$ cat src/rtl/uart_pkg.sv
// Shared UART definitions: receive FSM states, default line settings and the bit-period helper.
// The PARITY state exists only when UART_RX_PARITY_EN is defined.
package uart_pkg;

    localparam int unsigned CLK_HZ_DEFAULT = 100_000_000;
    localparam int unsigned BAUD_DEFAULT   = 115_200;

    typedef enum logic [2:0] {
        StIdle,
        StStart,
        StData,
        StStop,
        StBreak
`ifdef UART_RX_PARITY_EN
        ,
        StParity
`endif
    } rx_state_e;

    // Also used by the TX side, so both ends agree on the bit period.
    function automatic int unsigned clks_per_bit(input int unsigned clk_hz,
                                                 input int unsigned baud);
        return clk_hz / baud;
    endfunction

endpackage

$ cat src/rtl/uart_rx_deframer_if.sv
// Byte-level output bundle of the UART receiver towards the command/response manager.
interface uart_rx_deframer_if;
    logic       recived_sig;
    logic [7:0] recived_data;
    logic       frame_err;
    logic       parity_err;
    logic       rx_busy;

    modport master (
        output recived_sig,
        output recived_data,
        output frame_err,
        output parity_err,
        output rx_busy
    );

    modport slave (
        input recived_sig,
        input recived_data,
        input frame_err,
        input parity_err,
        input rx_busy
    );
endinterface

$ cat src/rtl/uart_sync2.sv
// Two-flop synchronizer for one asynchronous input; both flops reset to ResetVal.
module uart_sync2 #(
    parameter logic ResetVal = 1'b1
) (
    input  logic clk_i,
    input  logic rst_i,
    input  logic d_i,
    output logic q_o
);
    logic meta_q;
    logic sync_q;

    always_ff @(posedge clk_i or posedge rst_i) begin
        if (rst_i) begin
            meta_q <= ResetVal;
            sync_q <= ResetVal;
        end else begin
            meta_q <= d_i;
            sync_q <= meta_q;
        end
    end

    assign q_o = sync_q;
endmodule

$ cat src/rtl/uart_rx_deframer.sv
// UART receive deframer: start/data/stop validation, one-cycle pulses for good bytes and errors.
// Define UART_RX_PARITY_EN to add an even-parity bit and a live parity_err.
module uart_rx_deframer
    import uart_pkg::*;
#(
    parameter int unsigned CLK_HZ       = CLK_HZ_DEFAULT,
    parameter int unsigned BAUD         = BAUD_DEFAULT,
    parameter int unsigned CLKS_PER_BIT = clks_per_bit(CLK_HZ, BAUD)
) (
    input logic                clk100mhz,
    input logic                cpu_reset,
    input logic                uart_txd_in,
    uart_rx_deframer_if.master rx
);
    localparam int unsigned CntW = $clog2(CLKS_PER_BIT);
    localparam logic [CntW-1:0] HalfLast = CntW'(CLKS_PER_BIT / 2 - 1);
    localparam logic [CntW-1:0] BitLast  = CntW'(CLKS_PER_BIT - 1);

    logic            rx_line;
    rx_state_e       state_q, state_d;
    logic [CntW-1:0] cnt_q, cnt_d;
    logic [2:0]      idx_q, idx_d;
    logic [7:0]      shift_q, shift_d;
    logic [7:0]      data_q, data_d;
    logic            sig_q, sig_d;
    logic            ferr_q, ferr_d;
    logic            busy_q, busy_d;
`ifdef UART_RX_PARITY_EN
    logic            perr_q, perr_d;
    logic            par_bad_q, par_bad_d;
`endif

    uart_sync2 #(
        .ResetVal(1'b1)
    ) u_sync (
        .clk_i(clk100mhz),
        .rst_i(cpu_reset),
        .d_i  (uart_txd_in),
        .q_o  (rx_line)
    );

    always_comb begin
        state_d = state_q;
        cnt_d   = cnt_q + 1'b1;
        idx_d   = idx_q;
        shift_d = shift_q;
        data_d  = data_q;
        sig_d   = 1'b0;
        ferr_d  = 1'b0;
`ifdef UART_RX_PARITY_EN
        perr_d    = 1'b0;
        par_bad_d = par_bad_q;
`endif
        case (state_q)
            StIdle: begin
                cnt_d = '0;
                if (!rx_line) begin
                    state_d = StStart;
`ifdef UART_RX_PARITY_EN
                    par_bad_d = 1'b0;
`endif
                end
            end
            StStart: begin
                if (cnt_q == HalfLast) begin
                    cnt_d   = '0;
                    idx_d   = 3'd0;
                    // A start bit that is high again at mid-bit was a glitch.
                    state_d = rx_line ? StIdle : StData;
                end
            end
            StData: begin
                if (cnt_q == BitLast) begin
                    cnt_d   = '0;
                    shift_d = {rx_line, shift_q[7:1]};
                    idx_d   = idx_q + 3'd1;
                    if (idx_q == 3'd7) begin
`ifdef UART_RX_PARITY_EN
                        state_d = StParity;
`else
                        state_d = StStop;
`endif
                    end
                end
            end
`ifdef UART_RX_PARITY_EN
            StParity: begin
                if (cnt_q == BitLast) begin
                    cnt_d     = '0;
                    par_bad_d = (rx_line != (^shift_q));
                    state_d   = StStop;
                end
            end
`endif
            StStop: begin
                if (cnt_q == BitLast) begin
                    cnt_d = '0;
                    if (!rx_line) begin
                        ferr_d  = 1'b1;
                        state_d = StBreak;
                    end
`ifdef UART_RX_PARITY_EN
                    else if (par_bad_q) begin
                        perr_d  = 1'b1;
                        state_d = StIdle;
                    end
`endif
                    else begin
                        sig_d   = 1'b1;
                        data_d  = shift_q;
                        state_d = StIdle;
                    end
                end
            end
            StBreak: begin
                // Hold here so a line stuck low reports only one frame error.
                cnt_d = '0;
                if (rx_line) begin
                    state_d = StIdle;
                end
            end
            default: begin
                cnt_d   = '0;
                state_d = StIdle;
            end
        endcase
        busy_d = (state_d != StIdle);
    end

    always_ff @(posedge clk100mhz or posedge cpu_reset) begin
        if (cpu_reset) begin
            state_q <= StIdle;
            cnt_q   <= '0;
            idx_q   <= 3'd0;
            shift_q <= 8'h00;
            data_q  <= 8'h00;
            sig_q   <= 1'b0;
            ferr_q  <= 1'b0;
            busy_q  <= 1'b0;
`ifdef UART_RX_PARITY_EN
            perr_q    <= 1'b0;
            par_bad_q <= 1'b0;
`endif
        end else begin
            state_q <= state_d;
            cnt_q   <= cnt_d;
            idx_q   <= idx_d;
            shift_q <= shift_d;
            data_q  <= data_d;
            sig_q   <= sig_d;
            ferr_q  <= ferr_d;
            busy_q  <= busy_d;
`ifdef UART_RX_PARITY_EN
            perr_q    <= perr_d;
            par_bad_q <= par_bad_d;
`endif
        end
    end

    assign rx.recived_sig  = sig_q;
    assign rx.recived_data = data_q;
    assign rx.frame_err    = ferr_q;
    assign rx.rx_busy      = busy_q;
`ifdef UART_RX_PARITY_EN
    assign rx.parity_err   = perr_q;
`else
    assign rx.parity_err   = 1'b0;
`endif
endmodule
$ cat src/flat_wrapper.sv
// flat-port wrapper written by rule: the top's interface ports become plain ports
module uart_rx_deframer_flat import uart_pkg::*;
#(
    parameter int unsigned CLK_HZ       = CLK_HZ_DEFAULT,
    parameter int unsigned BAUD         = BAUD_DEFAULT,
    parameter int unsigned CLKS_PER_BIT = clks_per_bit(CLK_HZ, BAUD)
)
  (clk100mhz, cpu_reset, uart_txd_in, rx_recived_sig, rx_recived_data, rx_frame_err, rx_parity_err, rx_rx_busy);
  uart_rx_deframer_if rx_i ();
  input logic clk100mhz;
  input logic cpu_reset;
  input logic uart_txd_in;
  output wire logic [$bits(rx_i.recived_sig)-1:0] rx_recived_sig;
  output wire logic [$bits(rx_i.recived_data)-1:0] rx_recived_data;
  output wire logic [$bits(rx_i.frame_err)-1:0] rx_frame_err;
  output wire logic [$bits(rx_i.parity_err)-1:0] rx_parity_err;
  output wire logic [$bits(rx_i.rx_busy)-1:0] rx_rx_busy;
  assign rx_recived_sig = rx_i.recived_sig;
  assign rx_recived_data = rx_i.recived_data;
  assign rx_frame_err = rx_i.frame_err;
  assign rx_parity_err = rx_i.parity_err;
  assign rx_rx_busy = rx_i.rx_busy;
  uart_rx_deframer #(.CLK_HZ(CLK_HZ), .BAUD(BAUD), .CLKS_PER_BIT(CLKS_PER_BIT)) u_core (.clk100mhz(clk100mhz), .cpu_reset(cpu_reset), .uart_txd_in(uart_txd_in), .rx(rx_i));
endmodule
$ cat config.mk
export PLATFORM = sky130hd
export DESIGN_NAME = uart_rx_deframer_flat
export DESIGN_NICKNAME = d
export VERILOG_FILES = /design/src/rtl/uart_pkg.sv /design/src/rtl/uart_rx_deframer_if.sv /design/src/rtl/uart_sync2.sv /design/src/rtl/uart_rx_deframer.sv /design/src/flat_wrapper.sv
export SDC_FILE = /design/constraint.sdc
export NUM_CORES = 1
export LEC_CHECK = 0
export ABC_AREA = 1
export CAP_MARGIN = 20
export CORE_MARGIN = 4
export CORE_UTILIZATION = 51
export DETAILED_ROUTE_END_ITERATION = 10
export MAX_ROUTING_LAYER = met4
export PLACE_DENSITY = 0.74
export SLEW_MARGIN = 10
export SYNTH_ARGS = -nofsm -noshare
export SYNTH_HDL_FRONTEND = slang
export SYNTH_SLANG_ARGS = --single-unit
$ cat constraint.sdc
create_clock -name clk100mhz -period 1.28 [get_ports clk100mhz]
set_input_delay 0.192 -clock clk100mhz [delete_from_list [all_inputs] [get_ports clk100mhz]]
set_output_delay 0.192 -clock clk100mhz [all_outputs]
set_load 0.05 [all_outputs]
==> flow_summary_export.csv <==
group,metric,value,unit
clocking,clock_sinks,37,
finish,num_antenna_cells,0,
detailed_routing,initialDrtViolationCount,170,
clocking,cts_tree,"done",
status,status,"finished, violations left",
timing,fmax,697,MHz
timing,setup_viol,31,
synth,synth-seq-area-share,52.2,%
clocking,clock-root-buffer,"clkbuf_4",
global_route,antenna_found_initial,0,
critical_path,max_stage_delay,0.44,ns
synth,async_flop_share,100,%
floorplanning,die_w,67.1,um
flow_run,maxCapViolCount,0,
timing,finalCriticalPeriod,1.44,ns
finish,post-route-util,76.8,%
clocking,cts-htree-levels,2,
clocking,clk_latency,0.37,ns
timing,finalCritPeriodShare,112,%
global_route,grt_pass1_wl,7.51,mm
critical_path,reg2reg_from,"u_core.cnt_q[1]",
clocking,numCtsBuffers,5,
critical_path,startpoint,"u_core.cnt_q[1]",
synth,synth_area_leader_cell,"dfrtp_1",
clocking,clockBufferDepth,2,
detailed_routing,vias_per_cell,5.57,
critical_path,worstPathMaxFanout,5,
timing,hold_viol,0,
critical_path,crit_required,1.56,ns
finish,final_cell_mix,"nand2_1, dfrtp_1, buf_4, nand2_2",
synth,synth_area_leaders,"dfrtp_1, nand2_1, nand3_1",
synth,synthCells,196,
detailed_routing,ant_nets,0,
floorplanning,fp.dieH,67.1,um
placement,gp_congestion,0.857,
placement,hpwlAfterDp,2.77,mm
detailed_routing,drt_wl_total,5.11,mm
detailed_routing,wl_per_cell,17.6,um
critical_path,endpoint_kind,"flop",
status,violations,"setup timing",
finish,areaGrowthSynthToFinish,45.1,%
power_and_ir_drop,p_per_area,801,mW/mm^2
timing,rsz0062_at_grt,"true",
floorplanning,ioPinCount,15,
synth,syn_avg_cell_area,9.08,sq um
clocking,clk_pin_slew,0.13,ns
floorplanning,rows,21,
synth,synthFlopType,"dfrtp_1",
synth,synth_top_area_share,49.2,%
placement,port_buffers,13,
timing,setup_tns,-2.88,ns
hold_path,hold_path.class,"in -> async",
synth,syn_area,0.00178,sq mm
finish,fin_nets,250,
floorplanning,initial_utilization,52.9,%
critical_path,cp.arrival,1.71,ns
timing,finalWorstSetupSlack,-0.155,ns
critical_path,crit_family,"simple AND/OR/NAND/NOR gates",
global_route,grt_overflow,0,
global_route,grt_max_degree,38,
detailed_routing,drt-pass1-iter-count,5,
global_route,grtUsageTotal,23.6,%
synth,ys_ff_latch,37,
clocking,postCtsHoldBufs,0,
critical_path,cp_slowest_cell,"dfrtp_1",
finish,drive_gt1_share,43.0,%
floorplanning,core_area,0.00336,sq mm
power_and_ir_drop,vdd_drop_max,0.961,mV
synth,synth_nets,203,
finish,final_common_cell,"nand2_1",
synth,yosysUniqueCellTypes,30,
global_route,grt_pass1_vias,1620,
timing,finClkSkew,0.0232,ns
timing,drv_slew,0,
detailed_routing,num_vias,1614,
critical_path,worstSetupPathType,"reg -> reg",
critical_path,cp-start-kind,"flop",
critical_path,critical_path.cell_chain,"inv_1, ha_2, nand3_2, nor2_4, nand2_2, nand2_4, nand2_1, and3_1",
power_and_ir_drop,leakage,1.31,nW
synth,synth_edf_count,0,
floorplanning,dieArea,0.00450,sq mm
critical_path,path_buf_inv,1,
detailed_routing,drc,0,
synth,yosys_warnings,0,
==> synthesized netlist by cell type, types with 2 or more instances <==
library cell,instances
ha_1,4
dfrtp_1,35
nor2_1,13
nand4_1,3
nand2_1,59
nand3_2,2
o21ai_0,6
and3_1,2
dfstp_2,2
inv_2,4
nor2_2,2
xor2_1,4
a21oi_1,7
inv_1,14
nor2_8,2
nand3_1,13
buf_6,2
o21ai_1,10
==> final timing paths <==
check	slack [ns]	depth (start not counted)	to
max reg2reg	-0.16	8	u_core.cnt_q[3]
max in group asynchronous	0.88	3	u_core.u_sync.meta_q
min in group clk100mhz	0.22	1	u_core.u_sync.meta_q
min	0.15	3	u_core.cnt_q[4]
max	-0.16	8	u_core.cnt_q[3]
min reg2reg	0.36	0	u_core.u_sync.q_o
==> timing repair <==
action / 4_1_cts / 5_1_grt
endpoints found under the setup margin: 30 / 33
buffers inserted: 4 / 3
pin swaps: 8 / 25
gates cloned: 4 / 1
gates resized for setup: 17 / 40
==> registers in the layout, indices dropped and copies added (netlist names) <==
signal / count
u_core.shift_q: 8
u_core.idx_q: 3
u_core.rx.rx_busy: 1
u_core.rx.frame_err: 1
u_core.rx.recived_sig: 1
u_core.state_q: 3
u_core.cnt_q: 10
u_core.u_sync.meta_q: 1
u_core.rx.recived_data: 8
u_core.u_sync.q_o: 1
==> worst register-to-register path: stages, from the launching register on <==
cell,delay [ns]
dfrtp_1,0.44
inv_1,0.08
ha_2,0.17
nand3_2,0.09
nor2_4,0.13
nand2_2,0.08
nand2_4,0.11
nand2_1,0.11
and3_1,0.16
==> stage by stage <==
stage	hold WS (ns)	std cells	instance area, sq um	total power [W]	setup slack, ns
after floorplan	0.196	196	1800	0.00123	-0.0263
after global placement	0.348	270	2220	0.00124	-0.0434
after detailed placement	0.348	270	2220	0.00124	-0.147
after CTS	0.167	286	2420	0.00207	-0.100
after global routing	0.169	290	2580	0.00214	-0.239
final	0.149	290	2580	0.00207	-0.155
==> layout make-up <==
type                    count  area [sq um]
clock buffers               5          37.5
clock inverters             3          46.3
fillers                   219           781
inverters                  20           100
multi-input cells         141           945
flip-flops and latches     37           932
well taps                  46          57.6
repair buffers             38           464
==> cell families after synthesis <==
logic type      Yosys count  synth area share (%)
compound gates           24                  7.52
buf+inv                  23                  6.05
fa+ha+maj                 4                  2.81
flops                    37                  52.2
other cells               1                 0.211
simple gates            102                  28.8
xor+xnor                  5                  2.46
==> where the power goes <==
part           internal [W]  switching (W)  leakage, nW   total, W
clock              0.000414       0.000433       0.0414   0.000846
sequential          0.00117     0.00000297        0.486    0.00118
combinational     0.0000125      0.0000317        0.784  0.0000442
==> routing by layer <==
| metal | vias up | track usage [%] | share of wire (%) | wire length [um] |
|---|---|---|---|---|
| met4 | 0 | 9.37 | 4.4 | 227 |
| met5 | - | - | 0 | 0 |
| li1 | 732 | - | - | - |
| met2 | 72 | 37.4 | 50 | 2550 |
| met1 | 781 | 26.5 | 38 | 1940 |
| met3 | 29 | 9.44 | 7.7 | 391 |
No activity file was read; power rests on OpenSTA's default activity.
